==> src/rtl/bus_arbiter_ctrl.sv <==
// Two-master / three-slave bus arbiter with one-hot slave select, hold
// timeout and split/resume support. arbiter_state exposes the FSM code.
module bus_arbiter_ctrl #(
  parameter bit ROUND_ROBIN    = 1'b0,
  parameter int TIMEOUT_CYCLES = 255,
  parameter int CNT_W          = 8
) (
  input  logic       clk,
  input  logic       reset,
  input  logic       m1_req,
  input  logic       m2_req,
  input  logic [1:0] m1_sel,
  input  logic [1:0] m2_sel,
  input  logic       m1_done,
  input  logic       m2_done,
  input  logic       s_split,
  input  logic       s_resume_m1,
  input  logic       s_resume_m2,
  output logic       m1_grant,
  output logic       m2_grant,
  output logic [2:0] slave_en,
  output logic       m1_split_pend,
  output logic       m2_split_pend,
  output logic       timeout_pulse,
  output logic       addr_err,
  output logic [2:0] arbiter_state
);

  typedef enum logic [2:0] {
    IDLE     = 3'd0,
    M1_BUS   = 3'd1,
    M2_BUS   = 3'd2,
    HANDOVER = 3'd3
  } state_t;

  localparam logic [CNT_W-1:0] CNT_LAST = CNT_W'(TIMEOUT_CYCLES - 1);

  state_t           state, state_nxt;
  logic [CNT_W-1:0] cnt, cnt_nxt;
  logic             g1_nxt, g2_nxt;
  logic [2:0]       sen_nxt;
  logic             tout_nxt, aerr_nxt;
  logic             res1, res2, res1_nxt, res2_nxt;
  logic             pend1_nxt, pend2_nxt;
  logic             last_m2, last_m2_nxt;

  // Arbitration helpers
  logic       elig1, elig2, cand1, cand2, rr_m1, win_any, win_m1;
  logic       alt_elig;
  logic [1:0] win_sel, alt_sel;
  logic       split1, split2;

  function automatic logic [2:0] onehot(input logic [1:0] sel);
    case (sel)
      2'd0:    onehot = 3'b001;
      2'd1:    onehot = 3'b010;
      2'd2:    onehot = 3'b100;
      default: onehot = 3'b000;
    endcase
  endfunction

  assign arbiter_state = state;

  // Winner selection: resume flag first, then fixed or round-robin tie-break
  always_comb begin
    elig1 = m1_req & ~m1_split_pend;
    elig2 = m2_req & ~m2_split_pend;
    cand1 = elig1 & res1;
    cand2 = elig2 & res2;
    // Round robin: the last-granted master loses a tie
    rr_m1 = ROUND_ROBIN ? last_m2 : 1'b1;
    win_any = elig1 | elig2;
    if (cand1 != cand2)
      win_m1 = cand1;
    else if (cand1 & cand2)
      win_m1 = rr_m1;
    else if (elig1 & elig2)
      win_m1 = rr_m1;
    else
      win_m1 = elig1;
    win_sel  = win_m1 ? m1_sel : m2_sel;
    alt_sel  = win_m1 ? m2_sel : m1_sel;
    alt_elig = win_m1 ? elig2 : elig1;
  end

  // Next-state, grant, slave-enable, counter and split/resume bookkeeping
  always_comb begin
    state_nxt   = IDLE;
    cnt_nxt     = '0;
    g1_nxt      = 1'b0;
    g2_nxt      = 1'b0;
    sen_nxt     = 3'b000;
    tout_nxt    = 1'b0;
    aerr_nxt    = 1'b0;
    last_m2_nxt = last_m2;
    split1      = 1'b0;
    split2      = 1'b0;

    case (state)
      IDLE: begin
        if (win_any) begin
          if (win_sel != 2'd3) begin
            g1_nxt = win_m1;
            g2_nxt = ~win_m1;
            sen_nxt = onehot(win_sel);
          end else begin
            // Invalid winner: flag it and hand the bus to the other master
            aerr_nxt = 1'b1;
            if (alt_elig && alt_sel != 2'd3) begin
              g1_nxt  = ~win_m1;
              g2_nxt  = win_m1;
              sen_nxt = onehot(alt_sel);
            end
          end
          if (g1_nxt) begin
            state_nxt   = M1_BUS;
            last_m2_nxt = 1'b0;
          end else if (g2_nxt) begin
            state_nxt   = M2_BUS;
            last_m2_nxt = 1'b1;
          end
        end
      end
      M1_BUS, M2_BUS: begin
        state_nxt = state;
        cnt_nxt   = cnt + CNT_W'(1);
        g1_nxt    = (state == M1_BUS);
        g2_nxt    = (state == M2_BUS);
        sen_nxt   = slave_en;
        if ((state == M1_BUS) ? m1_done : m2_done) begin
          state_nxt = HANDOVER;
        end else if (s_split) begin
          state_nxt = HANDOVER;
          split1    = (state == M1_BUS);
          split2    = (state == M2_BUS);
        end else if (cnt == CNT_LAST) begin
          state_nxt = HANDOVER;
          tout_nxt  = 1'b1;
        end
        if (state_nxt == HANDOVER) begin
          g1_nxt  = 1'b0;
          g2_nxt  = 1'b0;
          sen_nxt = 3'b000;
          cnt_nxt = '0;
        end
      end
      HANDOVER: state_nxt = IDLE;
      default:  state_nxt = IDLE;
    endcase

    // A split recorded this cycle wins over a simultaneous resume
    pend1_nxt = m1_split_pend;
    res1_nxt  = res1;
    if (split1) begin
      pend1_nxt = 1'b1;
    end else if (s_resume_m1 && m1_split_pend) begin
      pend1_nxt = 1'b0;
      res1_nxt  = 1'b1;
    end
    if (g1_nxt && state == IDLE) res1_nxt = 1'b0;

    pend2_nxt = m2_split_pend;
    res2_nxt  = res2;
    if (split2) begin
      pend2_nxt = 1'b1;
    end else if (s_resume_m2 && m2_split_pend) begin
      pend2_nxt = 1'b0;
      res2_nxt  = 1'b1;
    end
    if (g2_nxt && state == IDLE) res2_nxt = 1'b0;
  end

  // State and registered outputs; last grant resets to m2 so m1 wins the first tie
  always_ff @(posedge clk or negedge reset) begin
    if (!reset) begin
      state         <= IDLE;
      cnt           <= '0;
      m1_grant      <= 1'b0;
      m2_grant      <= 1'b0;
      slave_en      <= 3'b000;
      m1_split_pend <= 1'b0;
      m2_split_pend <= 1'b0;
      timeout_pulse <= 1'b0;
      addr_err      <= 1'b0;
      res1          <= 1'b0;
      res2          <= 1'b0;
      last_m2       <= 1'b1;
    end else begin
      state         <= state_nxt;
      cnt           <= cnt_nxt;
      m1_grant      <= g1_nxt;
      m2_grant      <= g2_nxt;
      slave_en      <= sen_nxt;
      m1_split_pend <= pend1_nxt;
      m2_split_pend <= pend2_nxt;
      timeout_pulse <= tout_nxt;
      addr_err      <= aerr_nxt;
      res1          <= res1_nxt;
      res2          <= res2_nxt;
      last_m2       <= last_m2_nxt;
    end
  end

endmodule

==> config.mk <==
export PLATFORM = sky130hd
export DESIGN_NAME = bus_arbiter_ctrl
export DESIGN_NICKNAME = d
export VERILOG_FILES = /design/src/rtl/bus_arbiter_ctrl.sv
export SDC_FILE = /design/constraint.sdc
export NUM_CORES = 1
export LEC_CHECK = 0
export BUFFER_PORTS_ARGS = -buffer_cell sky130_fd_sc_hd__buf_2
export CORE_UTILIZATION = 56
export DETAILED_ROUTE_END_ITERATION = 10
export PLACE_DENSITY = 0.82
export SLEW_MARGIN = 20
export SYNTH_ARGS = -nofsm -noshare
export SYNTH_HDL_FRONTEND = slang
export SYNTH_SLANG_ARGS = --single-unit
==> constraint.sdc <==
create_clock -name clk -period 3.1 [get_ports clk]
set_clock_uncertainty 0.05 [all_clocks]
set_input_delay 0.62 -clock clk [delete_from_list [all_inputs] [get_ports clk]]
set_output_delay 0.62 -clock clk [all_outputs]
set_load 0.02 [all_outputs]
Word-level counts from Yosys, hierarchy flattened
Index checks and enable logic that the tools add are counted.
{"block": "word_totals", "word_cells": 112, "regBits": 22, "in_bits": 13, "out_inout_bits": 12}
{"block": "op_classes", "add_sub_neg": 1, "muxes": 61, "n_eq_ne": 14, "bitwise_logic": 10, "n_reduce_logical": 15}
{"operator": "2-to-1 mux 1 bit", "n": 40}
{"operator": "2-to-1 mux 3 bit", "n": 8}
{"operator": "case mux 3 bit (3 select lines)", "n": 2}
{"operator": "2-to-1 mux 8 bit", "n": 2}
{"operator": "case mux 3 bit (2 select lines)", "n": 2}
{"operator": "2-to-1 mux 2 bit", "n": 5}
{"operator": "adder 8 x 1 -> 8 bit (second input constant)", "n": 1}
{"operator": "equality test 8 bit (second input constant)", "n": 1}
{"operator": "nonzero test 2 bit", "n": 4}
{"operator": "AND 1 bit", "n": 6}
{"operator": "equality test 3 x 2 -> 1 bit (second input constant)", "n": 2}
{"operator": "!= test 2 bit (second input constant)", "n": 3}
{"operator": "logical AND 1 bit", "n": 5}
{"operator": "equality test 2 x 1 -> 1 bit (second input constant)", "n": 2}
{"operator": "equality test 2 bit (second input constant)", "n": 2}
{"operator": "zero test 2 bit", "n": 2}
{"operator": "!= test 2 x 1 -> 1 bit (second input constant)", "n": 2}
{"operator": "case mux 1 bit (2 select lines)", "n": 2}
{"operator": "AND reduction 2 bit", "n": 2}
{"operator": "equality test 3 x 1 -> 1 bit (second input constant)", "n": 1}
{"operator": "zero test 3 bit", "n": 1}
{"operator": "inverter 1 bit", "n": 3}
{"operator": "OR reduction 2 bit", "n": 1}
{"operator": "!= test 1 bit", "n": 1}
{"operator": "bitwise OR 1 bit", "n": 1}

Depth between registers and ports, before layout
{"block": "depth", "ltp_word": 18, "depth_mapped": 6, "depth_no_buf": 5}

Least setup slack after synthesis
OpenSTA, ideal clock, no wires.
{"block": "synth_timing", "path_kind": "register to register", "from": "register state[0] (netlist: arbiter_state[0])", "to": "register state[0] (netlist: arbiter_state[0])", "n_path_buf": 0, "setup_slack_ns": 1.429, "setup_time_ns": 0.124, "synth_period_minus_slack_ns": 1.671, "t_arrival_ns": 1.497, "required_ns": 2.926, "path_stages_with_launch": 5, "cell_sequence": "dfrtp_1 -> nor3b_2 -> mux2i_1 -> nand3b_1 -> a211o_2"}
{"block": "synth_between", "elab_chain_len": 5, "elab_cells_between_ends": 10, "cone_classes": "eq/ne (2); mux (6); reduce/logical (2)"}
{"item": "start, declared", "line_no": "38", "rtl": "state_t state, state_nxt;"}
{"item": "start signal, assigned", "line_no": "189", "rtl": "state <= state_nxt;"}
{"item": "equality test 3 x 1 -> 1 bit / 2-to-1 mux 3 bit (equally long branches)", "line_no": "99, 130, 136"}
{"item": "2-to-1 mux 1 bit / 2-to-1 mux 3 bit (equally long branches)", "line_no": "130, 132"}
{"item": "2-to-1 mux 3 bit", "line_no": "130", "rtl": "if ((state == M1_BUS) ? m1_done : m2_done) begin"}
{"item": "2-to-1 mux 3 bit", "line_no": "99", "rtl": "case (state)"}
{"item": "case mux 3 bit (2 select lines) *", "line_no": "99"}
{"item": "named net state_nxt[0]", "line_no": "38"}
Mark *: on every way through the listed nets, which the timed path passes. The rest lies on a longest branch. The select of a mux whose other input is x is not followed.
A chain may end at the register's enable or synchronous reset.

Worst setup path after layout
{"block": "layout_timing", "from": "register state[2] (netlist: arbiter_state[2])", "to": "register state[1] (netlist: arbiter_state[1])"}
{"block": "layout_between", "elab_chain_len": 5, "elab_cells_between_ends": 8, "cone_classes": "eq/ne (2); mux (4); reduce/logical (2)"}
{"item": "equality test 3 x 1 -> 1 bit", "line_no": "99, 130"}
{"item": "2-to-1 mux 1 bit", "line_no": "130"}
{"item": "2-to-1 mux 3 bit", "line_no": "130"}
{"item": "2-to-1 mux 3 bit", "line_no": "99"}
{"item": "case mux 3 bit (2 select lines) *", "line_no": "99"}
{"item": "named net state_nxt[1]", "line_no": "38"}
Marks and branches as above.

==> qor.yml <==
placement:
  dp_slack_ns: 1.31
  dp.cells: 158
  routabilityCongestion: 0.810
  io_buffers: 24
  post_dp_cell_area_um2: 1290
  hpwl_mm: 1.68
routing:
  dr.pass1.iters: 4
  dr.first_iter.drc_count: 24
  wire_per_inst_um: 13.1
  viasPerCell: 5.58
  drc_errors: 0
  drt-total-wl_mm: 2.11
  route.vias.total: 898
  final_antenna_net_count: 0
final_layout:
  stdcell_area_um2: 1310
  area_growth_syn_to_layout_pct: 14.8
  fin_util: 0.721
  drive_gt1_frac: 0.265
  antenna_cells: 0
  num-nets-final: 153
  final_cells: 161
cts:
  clock_latency_ns: 0.30
  cts.hold.buffers_added: 0
  cts_tree: "built"
  numCtsBuffers: 3
  h-tree-depth: 1
  root_buffer: "clkbuf_4"
  clockBufferDepth: 2
  cts.sinks: 22
  path_clk_slew_ns: 0.11
  postCtsSetupRepairBufs: 0
  ctsResizeCount: 0
min_path:
  hold_path_class: "in -> async"
synthesis:
  synthFlopType: "dfrtp_1"
  ys_types: 44
  synth.largest_area_cell: "dfrtp_1"
  synthArstFlopShare: 1.00
  syn_area_um2: 1140
  yosysSeqAreaShare: 0.481
  ys_seq_elements: 22
  synth-edff-count: 0
  synth_area_leaders: "dfrtp_1 (48%), nor2_1 (5.3%), xor2_1 (3.8%), ha_1 (2.2%), inv_1 (2.0%)"
  postSynthAreaPerCell_um2: 10.4
  synthTopCellsByCount: "dfrtp_1 (22), nor2_1 (16), inv_1 (6), xor2_1 (5)"
  ys_warn_count: 0
  synth_nets: 125
  yosysTopAreaCellShare: 0.481
  syn-instance-count: 110
  yosysMostFrequentCell: "dfrtp_1"
sta:
  grt_setup_unrepaired: "false"
  slew_violations: 0
  period_share: 0.552
  hold_viol: 0
  setup_viol: 0
  fin_ws_ns: 1.39
  hold_ws_ns: 0.204
  max_freq_mhz: 584
  finalCriticalPeriod_ns: 1.71
  setup_tns_ns: 0
floorplan:
  die_h_um: 47.2
  start_util: 0.628
  dieArea_um2: 2230
  coreArea_um2: 1820
  floorplan.io_pins: 25
  rows: 15
  die_x_um: 47.2
global_routing:
  antenna_found_initial: 0
  track_usage: 0.220
  grt_pass1_vias: 779
  grt_pass1_wl_mm: 3.46
  grt_overflow_total: 0
  use_met3: 0.0346
  grt.busiest_layer: "met2"
  met2_usage: 0.353
  use_met1: 0.307
  grt_max_degree: 23
worst_setup_path:
  worstSetupPathType: "reg -> reg"
  cp-start-kind: "register"
  cp.arrival_ns: 1.86
  end_kind: "register"
  crit_required_ns: 3.25
  cp_max_fo: 6
power_and_ir_drop:
  p_leak_nw: 0.644
  p_per_area_nw_per_um2: 564
  vdd_drop_max_mv: 0.443
  total_power_uw: 741
outcome:
  status: "finished clean"
run:
  max-cap-violations: 0
## per-layer routing
layer  wire length, um  share of wire
met1               966           0.46
met2              1040           0.49
met3                78          0.037
met4                27          0.013
met5                 0              0
## path summary, 6_finish.rpt
kind	start	endpoint	slack (ns)	cells past startpoint
max	arbiter_state[2]$_DFF_PN0_	arbiter_state[1]$_DFF_PN0_	1.39	4
min	reset	cnt[5]$_DFF_PN0_	0.20	1
max reg2reg	arbiter_state[2]$_DFF_PN0_	arbiter_state[1]$_DFF_PN0_	1.39	4
min reg2reg	slave_en[1]$_DFFE_PN0P_	slave_en[1]$_DFFE_PN0P_	0.45	1
max in group asynchronous	reset	cnt[2]$_DFF_PN0_	2.47	1
min in group clk	s_resume_m1	m1_split_pend$_DFFE_PN0P_	0.44	2
## state kept, by name, indices dropped and copies added (netlist names)
| register | flops |
|---|---|
| m2_grant | 1 |
| slave_en | 3 |
| res2 | 1 |
| cnt | 8 |
| timeout_pulse | 1 |
| m1_grant | 1 |
| m1_split_pend | 1 |
| arbiter_state | 3 |
| addr_err | 1 |
| m2_split_pend | 1 |
| res1 | 1 |
## cell type report
| type | count | area [um^2] |
|---|---|---|
| multi-input combinational | 81 | 566 |
| sequential | 22 | 551 |
| fill | 147 | 508 |
| timing repair buffer | 24 | 120 |
| tap | 25 | 31.3 |
| clock buffer | 3 | 22.5 |
| inverter | 6 | 22.5 |
## kinds of logic after synthesis
group           Yosys count  synth area share
simple gates             49             0.258
flops                    22             0.481
compound gates           21             0.147
buf+inv                   7            0.0241
xor+xnor                  6            0.0460
fa+ha+maj                 2            0.0219
mux                       2            0.0186
other cells               1           0.00328
## critical path, cell delays in order, from the launching register on
cell	delay, ns
dfrtp_1	0.45
nor3b_2	0.38
mux2i_1	0.23
nand3b_1	0.17
a211o_1	0.33
## power by group
| part | internal (mW) | switching, mW |
|---|---|---|
| logic | 0.106 | 0.140 |
| clock network | 0.0454 | 0.0795 |
| registers | 0.329 | 0.0412 |
| total | 0.480 | 0.261 |
## placed cells by master, fill, tap and decap left out, drive strengths merged, types with 2 or more instances in the layout
master  instances
a21oi           2
o21ai           3
nor3b           4
ha              2
buf            24
and2            2
nand4           2
dfrtp          22
nor2           16
and2b           3
inv             6
clkbuf          3
o21bai          2
nand3           4
nor2b           2
a31oi           2
a211o           2
nand2b          2
nor3            4
xor2            5
o31ai           2
nand3b          3
nand2           3
o211ai          2
No activity file was read; power rests on OpenSTA's default activity.
